**src/rtl/vga_frame_receiver.sv**
```systemverilog
// vga_frame_receiver: recovers pixel coordinates from VGA sync, checks line/frame timing and CRCs each frame.
// Define VGA_RX_PROBE_EN to add the PROBE_X/PROBE_Y/PROBE_COLOR pixel probe.
module vga_frame_receiver #(
   parameter int H_ACTIVE = 800,
   parameter int H_TOTAL  = 1056,
   parameter int H_SB     = 216,
   parameter int V_ACTIVE = 600,
   parameter int V_TOTAL  = 628,
   parameter int V_SB     = 27,
   parameter bit SYNC_POL = 1'b1
) (
   input  logic        CLK,
   input  logic        RST_N,
   input  logic [7:0]  COLOR,
   input  logic        HSYNC,
   input  logic        VSYNC,
`ifdef VGA_RX_PROBE_EN
   input  logic [9:0]  PROBE_X,
   input  logic [9:0]  PROBE_Y,
   output logic [7:0]  PROBE_COLOR,
`endif
   output logic        LOCKED,
   output logic        FRAME_DONE,
   output logic [15:0] FRAME_CRC,
   output logic        TIMING_ERR
);
   localparam logic [10:0] H_LAST = 11'(H_TOTAL - 1);
   localparam logic [10:0] H_BEG  = 11'(H_SB);
   localparam logic [10:0] H_END  = 11'(H_SB + H_ACTIVE);
   localparam logic [9:0]  V_LAST = 10'(V_TOTAL - 1);
   localparam logic [9:0]  V_BEG  = 10'(V_SB);
   localparam logic [9:0]  V_END  = 10'(V_SB + V_ACTIVE);

   typedef enum logic [1:0] {ST_HUNT, ST_MEASURE, ST_LOCKED} state_t;

   state_t      state;
   logic        h_s1, h_s2, v_s1, v_s2;
   logic [7:0]  c_s1, c_s2;
   logic [10:0] hcnt;
   logic [9:0]  vcnt;
   logic        vfirst, hseen, bad;
   logic [15:0] crc, crc_last;
   logic        ev_v, ev_l, ev_f;
   logic        hedge, vedge, active, lerr, ferr, good_v;

   function automatic logic [15:0] crc_byte(input logic [15:0] c, input logic [7:0] d);
      logic [15:0] r;
      r = c;
      for (int i = 7; i >= 0; i--) r = {r[14:0], 1'b0} ^ ((r[15] ^ d[i]) ? 16'h1021 : 16'h0000);
      return r;
   endfunction

   assign hedge  = h_s1 & ~h_s2;
   assign vedge  = v_s1 & ~v_s2;
   assign active = (hcnt >= H_BEG) & (hcnt < H_END) & (vcnt >= V_BEG) & (vcnt < V_END);
   assign lerr   = hedge & hseen & (hcnt != H_LAST);
   assign ferr   = vedge & (vcnt != V_LAST);
   assign good_v = ev_v & ~ev_l & ~ev_f;

   // hcnt/vcnt pair with the s2 pixel, so x=0 is H_SB clocks after the HSYNC leading edge
   always_ff @(posedge CLK) begin
      if (!RST_N) begin
         {h_s1, h_s2, v_s1, v_s2} <= '0;
         c_s1     <= '0;
         c_s2     <= '0;
         hcnt     <= '0;
         vcnt     <= '0;
         vfirst   <= 1'b0;
         hseen    <= 1'b0;
         crc      <= 16'hFFFF;
         crc_last <= '0;
         {ev_v, ev_l, ev_f} <= '0;
      end else begin
         h_s1     <= HSYNC == SYNC_POL;
         h_s2     <= h_s1;
         v_s1     <= VSYNC == SYNC_POL;
         v_s2     <= v_s1;
         c_s1     <= COLOR;
         c_s2     <= c_s1;
         hcnt     <= hedge ? '0 : hcnt + {10'd0, hcnt != '1};
         vcnt     <= hedge ? ((vfirst | vedge) ? '0 : vcnt + {9'd0, vcnt != '1}) : vcnt;
         vfirst   <= hedge ? 1'b0 : (vfirst | vedge);
         hseen    <= (state == ST_HUNT) ? 1'b0 : (hseen | hedge);
         crc      <= vedge ? 16'hFFFF : active ? crc_byte(crc, c_s2) : crc;
         crc_last <= crc;
         ev_v     <= vedge;
         ev_l     <= lerr;
         ev_f     <= ferr;
      end
   end

   // bad marks a frame already tainted by a line error, so it cannot count as the clean lock frame
   always_ff @(posedge CLK) begin
      if (!RST_N) begin
         state      <= ST_HUNT;
         bad        <= 1'b0;
         LOCKED     <= 1'b0;
         FRAME_DONE <= 1'b0;
         FRAME_CRC  <= '0;
         TIMING_ERR <= 1'b0;
      end else begin
         FRAME_DONE <= 1'b0;
         TIMING_ERR <= 1'b0;
         case (state)
            ST_HUNT: begin
               bad <= 1'b0;
               if (ev_v) state <= ST_MEASURE;
            end
            ST_MEASURE: begin
               bad <= ~ev_v & (bad | ev_l);
               if (good_v & ~bad) begin
                  state  <= ST_LOCKED;
                  LOCKED <= 1'b1;
               end
            end
            default: begin
               if (ev_l | ev_f) begin
                  state      <= ST_MEASURE;
                  LOCKED     <= 1'b0;
                  TIMING_ERR <= 1'b1;
                  bad        <= ~ev_v;
               end else if (ev_v) begin
                  FRAME_DONE <= 1'b1;
                  FRAME_CRC  <= crc_last;
               end
            end
         endcase
      end
   end

`ifdef VGA_RX_PROBE_EN
   logic [7:0] shadow;
   logic       hit;

   assign hit = active & ((hcnt - H_BEG) == {1'b0, PROBE_X}) & ((vcnt - V_BEG) == PROBE_Y);

   always_ff @(posedge CLK) begin
      if (!RST_N) begin
         shadow      <= '0;
         PROBE_COLOR <= '0;
      end else begin
         if (hit) shadow <= c_s2;
         if (state == ST_LOCKED && good_v) PROBE_COLOR <= shadow;
      end
   end
`endif
endmodule

```
**config.mk**
```make
export PLATFORM = sky130hd
export DESIGN_NAME = vga_frame_receiver
export DESIGN_NICKNAME = d
export VERILOG_FILES = /design/src/rtl/vga_frame_receiver.sv
export SDC_FILE = /design/constraint.sdc
export NUM_CORES = 1
export LEC_CHECK = 0
export BUFFER_PORTS_ARGS = -buffer_cell sky130_fd_sc_hd__buf_2
export CELL_PAD_IN_SITES_DETAIL_PLACEMENT = 2
export CELL_PAD_IN_SITES_GLOBAL_PLACEMENT = 2
export CORE_ASPECT_RATIO = 0.6
export CORE_MARGIN = 5
export CORE_UTILIZATION = 37
export CTS_BUF_LIST = sky130_fd_sc_hd__clkbuf_16
export DETAILED_ROUTE_END_ITERATION = 8
export GPL_TIMING_DRIVEN = 0
export PLACE_DENSITY = 0.88
export SETUP_SLACK_MARGIN = 0.2
export SYNTH_ARGS = -nofsm -noshare
export SYNTH_HDL_FRONTEND = slang
export SYNTH_SLANG_ARGS = --single-unit
export TNS_END_PERCENT = 30
```
**constraint.sdc**
```tcl
create_clock -name CLK -period 2.4 [get_ports CLK]
set_input_delay 0.24 -clock CLK [delete_from_list [all_inputs] [get_ports CLK]]
set_output_delay 0.24 -clock CLK [all_outputs]
set_load 0.01 [all_outputs]
```
==> results.ini, run 1 <==
[status]
status = completed

[logic_synthesis]
synthCells = 400
netlist-cell-type-count = 42
synth_most_common_cell = dfxtp_1
netlist_area_um2 = 3810
synth_top_area_share_pct = 52.6
syn-num-nets = 416
synth_warnings = 0
ys.flop_type = dfxtp_1
avgSynthCellArea_um2 = 9.52
yosys.area.top_type = dfxtp_1
yosysSeqAreaShare_pct = 52.6
synth_area_leaders = dfxtp_1, and2_1, xnor2_1
yosys-top-cells-count = dfxtp_1, nand2_1, and2_1
synth_enable_flop_cells = 0
ys_ff_latch = 100
async_flop_share_pct = 0

[timing]
final_max_slew_viol_count = 0
slew_headroom_pct = 54.8
hold_viol = 0
rsz0062_at_grt = true
setup_tns_ns = 0
fin_skew_ns = 0.00729
finalCritPeriodShare_pct = 88.8
clock.fmax_mhz = 469
layout_min_cycle_time_ns = 2.13
worst_slew_pin_slew_ns = 0.674
setup_viol = 0
layout_setup_ws_ns = 0.268

[setup_path]
worst-path-buf-inv = 0
worstPathArrival_ns = 2.35
worstSetupPathType = flip-flop to flip-flop
worstSetupStartpointType = flip-flop
crit_slowest_cell = or4_4
slowest_delay_ns = 0.56
path_delay_family = simple AND/OR/NAND/NOR gates
path_cells = or4_4 -> nor3b_1 -> o21bai_2 -> a211oi_1 -> a31oi_1
cp.required_ns = 2.61
crit_path_end_kind = flip-flop
cp_max_fo = 10

[layout]
num_antenna_cells = 0
fill_cells = 1085
layout.nets = 458
seqCellArea_um2 = 2000
layout-drive-gt1-share_pct = 13.6
syn_to_final_growth_pct = 17.5
stdcell_area_um2 = 4470
multi_input_area_um2 = 1710

[drt]
drt-total-wl_mm = 11.6
route.detailed.drc = 0
first_iter_violations = 114
firstDrtPassIters = 4
vias = 3039
wire_per_inst_um = 19.9
drt.antenna.violating_nets = 0
drt-vias-per-instance = 5.22

[placed_design]
routabilityCongestion = 0.816
dp_worst_setup_slack_ns = 0.253
io_buffers = 30
dpl-instance-area_um2 = 4130
post-dp-hpwl_mm = 8.02

[clock_tree]
htree_levels = 3
clock_latency_ns = 0.35
cts_buffer_depth = 2
cts_made_buffers = 9
path_clk_slew_ns = 0.07
cts_root_buffer = clkbuf_16
cts_hold_buf = 0
clock_sinks = 100
cts_tree = built

[power_and_ir_drop]
pwr_density_cell_nw_per_um2 = 780
leakagePower_nw = 1.68
peakVddDrop_mv = 0.410

[job]
maxCapViolations = 0

[min_path]
hp-class = input pin to flip-flop

[floorplanning]
num_io_pins = 31
start_util_pct = 38.3
core_area_um2 = 9950
die_h_um = 88.6
row_count = 28
dieArea_um2 = 12500
fp.dieW_um = 141

[global_routing]
grt_pass1_wl_mm = 18.7
overflow = 0
grt_max_degree = 19
grt_pass1_vias = 3397
antenna_found_initial = 0
grt_usage_pct = 19.8

[flip-flops by register name, summed over array words and instances, names as in the netlist, 2 cells and up]
name / count
FRAME_CRC: 16
state: 2
c_s1: 8
hcnt: 11
crc: 16
crc_last: 16
c_s2: 8
vcnt: 10
[area by class of cell]
class                           count  share of cell area (%)
Buffer                             17                    2.10
Clock buffer                        9                    5.03
Clock inverter                      7                    2.38
Inverter                            2                   0.168
Multi-Input combinational cell    281                    38.3
Sequential cell                   100                    44.8
Tap cell                          135                    3.78
Timing Repair Buffer               31                    3.52
[power by group]
| part | internal (mW) | leakage [nW] | switching, mW | total [mW] |
|---|---|---|---|---|
| logic | 0.0606 | 0.700 | 0.0868 | 0.147 |
| clock network | 0.935 | 0.163 | 0.687 | 1.62 |
| registers | 1.70 | 0.818 | 0.0218 | 1.72 |
[through the flow]
stage          power [mW]  utilization [%]  hold WS [ns]  instances
2_1_floorplan        1.85                -         0.367        400
3_3_place_gp         1.89             41.5         0.417        565
5_1_grt              3.61             45.0        0.0883        582
4_1_cts              3.52             44.9        0.0870        582
3_5_place_dp         1.90             41.5         0.422        565
6_report             3.49             45.0        0.0954        582
[what timing repair did]
item                                   4_1_cts  5_1_grt
setup endpoints to repair                    1       14
pin swaps                                    1        0
gates resized for setup                      0        5
setup buffers                                1        0
endpoints found under the hold margin        0        0
[logic make-up (layout without fill, tap and decap cells)]
group,count (synthesis),in the layout,synth area share (%)
compound gates,76,76,13.2
xor+xnor,39,39,8.97
fa+ha+maj,4,4,1.31
buf+inv,19,66,2.63
flops,100,100,52.6
simple gates,162,162,21.3
[path summary, 6_finish.rpt]
path,endpoint,cells past startpoint,startpoint,slack [ns]
worst min-delay path,c_s1[4],2,COLOR[4],0.1
worst min register to register,c_s2[4],1,c_s1[4],0.44
worst max-delay path,crc[1],5,vcnt[9],0.27
worst max register to register,crc[1],5,vcnt[9],0.27
[metal layers]
metal | GRT usage [%] | share of wire, %
met2 | 34.6 | 47
met5 | 0 | 0
met3 | 4.43 | 4.8
met1 | 24.3 | 45
met4 | 7.30 | 2.3
[worst register-to-register path, cell delays in order, from the launching register on]
cell and delay, ns:
dfxtp_1 0.37, or4_4 0.56, nor3b_1 0.39, o21bai_2 0.29
a211oi_1 0.30, a31oi_1 0.08
[layout by cell type (no fill, tap or decap), types with 2 or more instances in the layout]
master	n
bufinv_16	2
or3_1	3
nor3_1	10
o21ai_1	6
a21boi_0	17
a21oi_1	14
a211oi_1	3
clkbuf_16	9
nor2_1	28
ha_1	3
nand4_1	6
clkbuf_1	12
buf_6	3
dfxtp_1	100
and3_1	5
nand2_1	50
and2_1	40
inv_6	3
xor2_1	16
o21ai_0	15
inv_1	2
xnor2_1	23
o211ai_1	7
o211a_1	2
nand3_1	8
a31oi_1	4
buf_2	30
No activity file was read; power rests on OpenSTA's default activity.
==> run 2: changes to the inputs <==
--- a/config.mk
+++ b/config.mk
@@ -6,7 +6,7 @@
 export NUM_CORES = 1
 export LEC_CHECK = 0
 export BUFFER_PORTS_ARGS = -buffer_cell sky130_fd_sc_hd__buf_2
-export CELL_PAD_IN_SITES_DETAIL_PLACEMENT = 2
+export CELL_PAD_IN_SITES_DETAIL_PLACEMENT = 1
 export CELL_PAD_IN_SITES_GLOBAL_PLACEMENT = 2
 export CORE_ASPECT_RATIO = 0.6
 export CORE_MARGIN = 5
==> results.ini, run 2 (synthesis gave the netlist of run 1 again) <==
[timing]
fin_skew_ns = 0.00897  ; +0.00168 ns
clock.fmax_mhz = 494  ; +5.4%
worst_slew_pin_slew_ns = 0.629  ; -0.0455 ns
slew_headroom_pct = 57.8  ; +3.1 points
setup_tns_ns = 0  ; unchanged
rsz0062_at_grt = true
layout_min_cycle_time_ns = 2.02  ; -0.110 ns
finalCritPeriodShare_pct = 84.3  ; -4.6 points
final_max_slew_viol_count = 0  ; unchanged
hold_viol = 0  ; unchanged
setup_viol = 0  ; unchanged

[global_routing]
grt_max_degree = 19  ; unchanged
grt_pass1_wl_mm = 15.0  ; -20%
grt_usage_pct = 15.7  ; -4.1 points
antenna_found_initial = 0  ; unchanged
grt_pass1_vias = 2879  ; -15%
overflow = 0  ; unchanged

[drt]
vias = 2887  ; -5.0%
wire_per_inst_um = 15.5  ; -22%
first_iter_violations = 192  ; +68%
drt-vias-per-instance = 4.96  ; -5.0%
drt.antenna.violating_nets = 0  ; unchanged
firstDrtPassIters = 4  ; unchanged
route.detailed.drc = 0  ; unchanged
drt-total-wl_mm = 9.00  ; -22%

[layout]
postLayoutCoreUtil_pct = 44.4  ; -0.55 points
layout-drive-gt1-share_pct = 12.8  ; -0.89 points
num_antenna_cells = 0  ; unchanged
layout_common_cells = dfxtp_1, nand2_1, and2_1
layout.nets = 458  ; unchanged
stdcell_area_um2 = 4420  ; -1.2%
largestRegisters = FRAME_CRC (16), crc (16), crc_last (16)
syn_to_final_growth_pct = 16.1
fill_cells = 1164  ; +7.3%
final_common_cell = dfxtp_1
stdcell_count = 582  ; unchanged

[min_path]
hp-class = input pin to flip-flop

[power_and_ir_drop]
pwr_density_cell_nw_per_um2 = 738  ; -5.4%
peakVddDrop_mv = 0.416  ; +1.3%
power.total_mw = 3.26  ; -6.6%
leakagePower_nw = 1.64  ; -2.1%

[floorplanning]
num_io_pins = 31  ; unchanged
core_area_um2 = 9950  ; unchanged
dieArea_um2 = 12500  ; unchanged
fp.dieW_um = 141  ; unchanged
row_count = 28  ; unchanged
start_util_pct = 38.3  ; unchanged
die_h_um = 88.6  ; unchanged

[placed_design]
post-dp-hpwl_mm = 6.61  ; -18%
dpl-instance-area_um2 = 4130  ; unchanged
io_buffers = 30  ; unchanged
placed_cells = 565  ; unchanged
routabilityCongestion = 0.816  ; unchanged

[status]
status = completed

[setup_path]
worstPathArrival_ns = 2.25  ; -0.10 ns
rrSetupSlack_ns = 0.38  ; +0.11 ns
cp_max_fo = 10  ; unchanged
cp.required_ns = 2.62  ; about the same
worstSetupStartpointType = flip-flop
worstSetupPathType = flip-flop to flip-flop
crit_path_end_kind = flip-flop

[clock_tree]
clock_latency_ns = 0.36  ; about the same
cts_hold_buf = 0  ; unchanged
clock_sinks = 100  ; unchanged
cts_buffer_depth = 2  ; unchanged
cts_root_buffer = clkbuf_16
post_cts_buffers = 0  ; -1
htree_levels = 3  ; unchanged
path_clk_slew_ns = 0.07  ; about the same
cts_made_buffers = 9  ; unchanged
cts_resized = 0  ; unchanged
cts_tree = built

[job]
maxCapViolations = 0  ; unchanged

run 2: cell types whose count changed in the layout (fill, tap and decap cells not counted), sizes merged:
cell	before	now
clkinvlp	0	3
bufinv	2	0
inv	6	5
run 2: routing by layer:
metal	global-route usage, %	vias to the layer above	share of wire [%]
met5	0	-	0
met3	4.86	10	4.8
li1	-	1438	-
met2	22.5	51	39
met1	22.6	1388	55
met4	5.01	0	1.2
run 2: area by class of cell:
type                            instances  area [um^2]  share of cell area, %
Tap cell                              135          169                   3.82
Timing Repair Buffer                   31          158                   3.57
Sequential cell                       100         2000                   45.3
Buffer                                 17         92.6                   2.10
Multi-Input combinational cell        281         1700                   38.6
Clock buffer                            9          225                   5.10
Inverter                                2         7.51                  0.170
Clock inverter                          7         60.1                   1.36
run 2: worst paths after layout:
check | startpoint | endpoint | depth (start not counted)
min reg2reg | crc_last[3] | FRAME_CRC[3] | 2
max | vcnt[9] | crc[4] | 5
min | COLOR[1] | c_s1[1] | 2
max reg2reg | vcnt[9] | crc[4] | 5
run 2: per-stage QoR:
stage | setup WS [ns] | hold slack [ns]
final | 0.377 | 0.0923
after global routing | 0.181 | 0.0832
after CTS | 0.318 | 0.0802
after detailed placement | 0.352 | 0.421
after global placement | 0.419 | 0.417
after floorplan | 0.637 | 0.367
run 2: power by group:
part	switching [mW]	total (mW)	internal (mW)
Sequential	0.0193	1.72	1.70
Combinational	0.0805	0.141	0.0601
Clock	0.683	1.40	0.719
run 2: critical path, stage by stage, from the launching register on:
cell and delay (ns):
dfxtp_1 0.37, or4_4 0.55, nor3b_1 0.34, o21bai_2 0.26
a211oi_1 0.31, a31oi_1 0.06
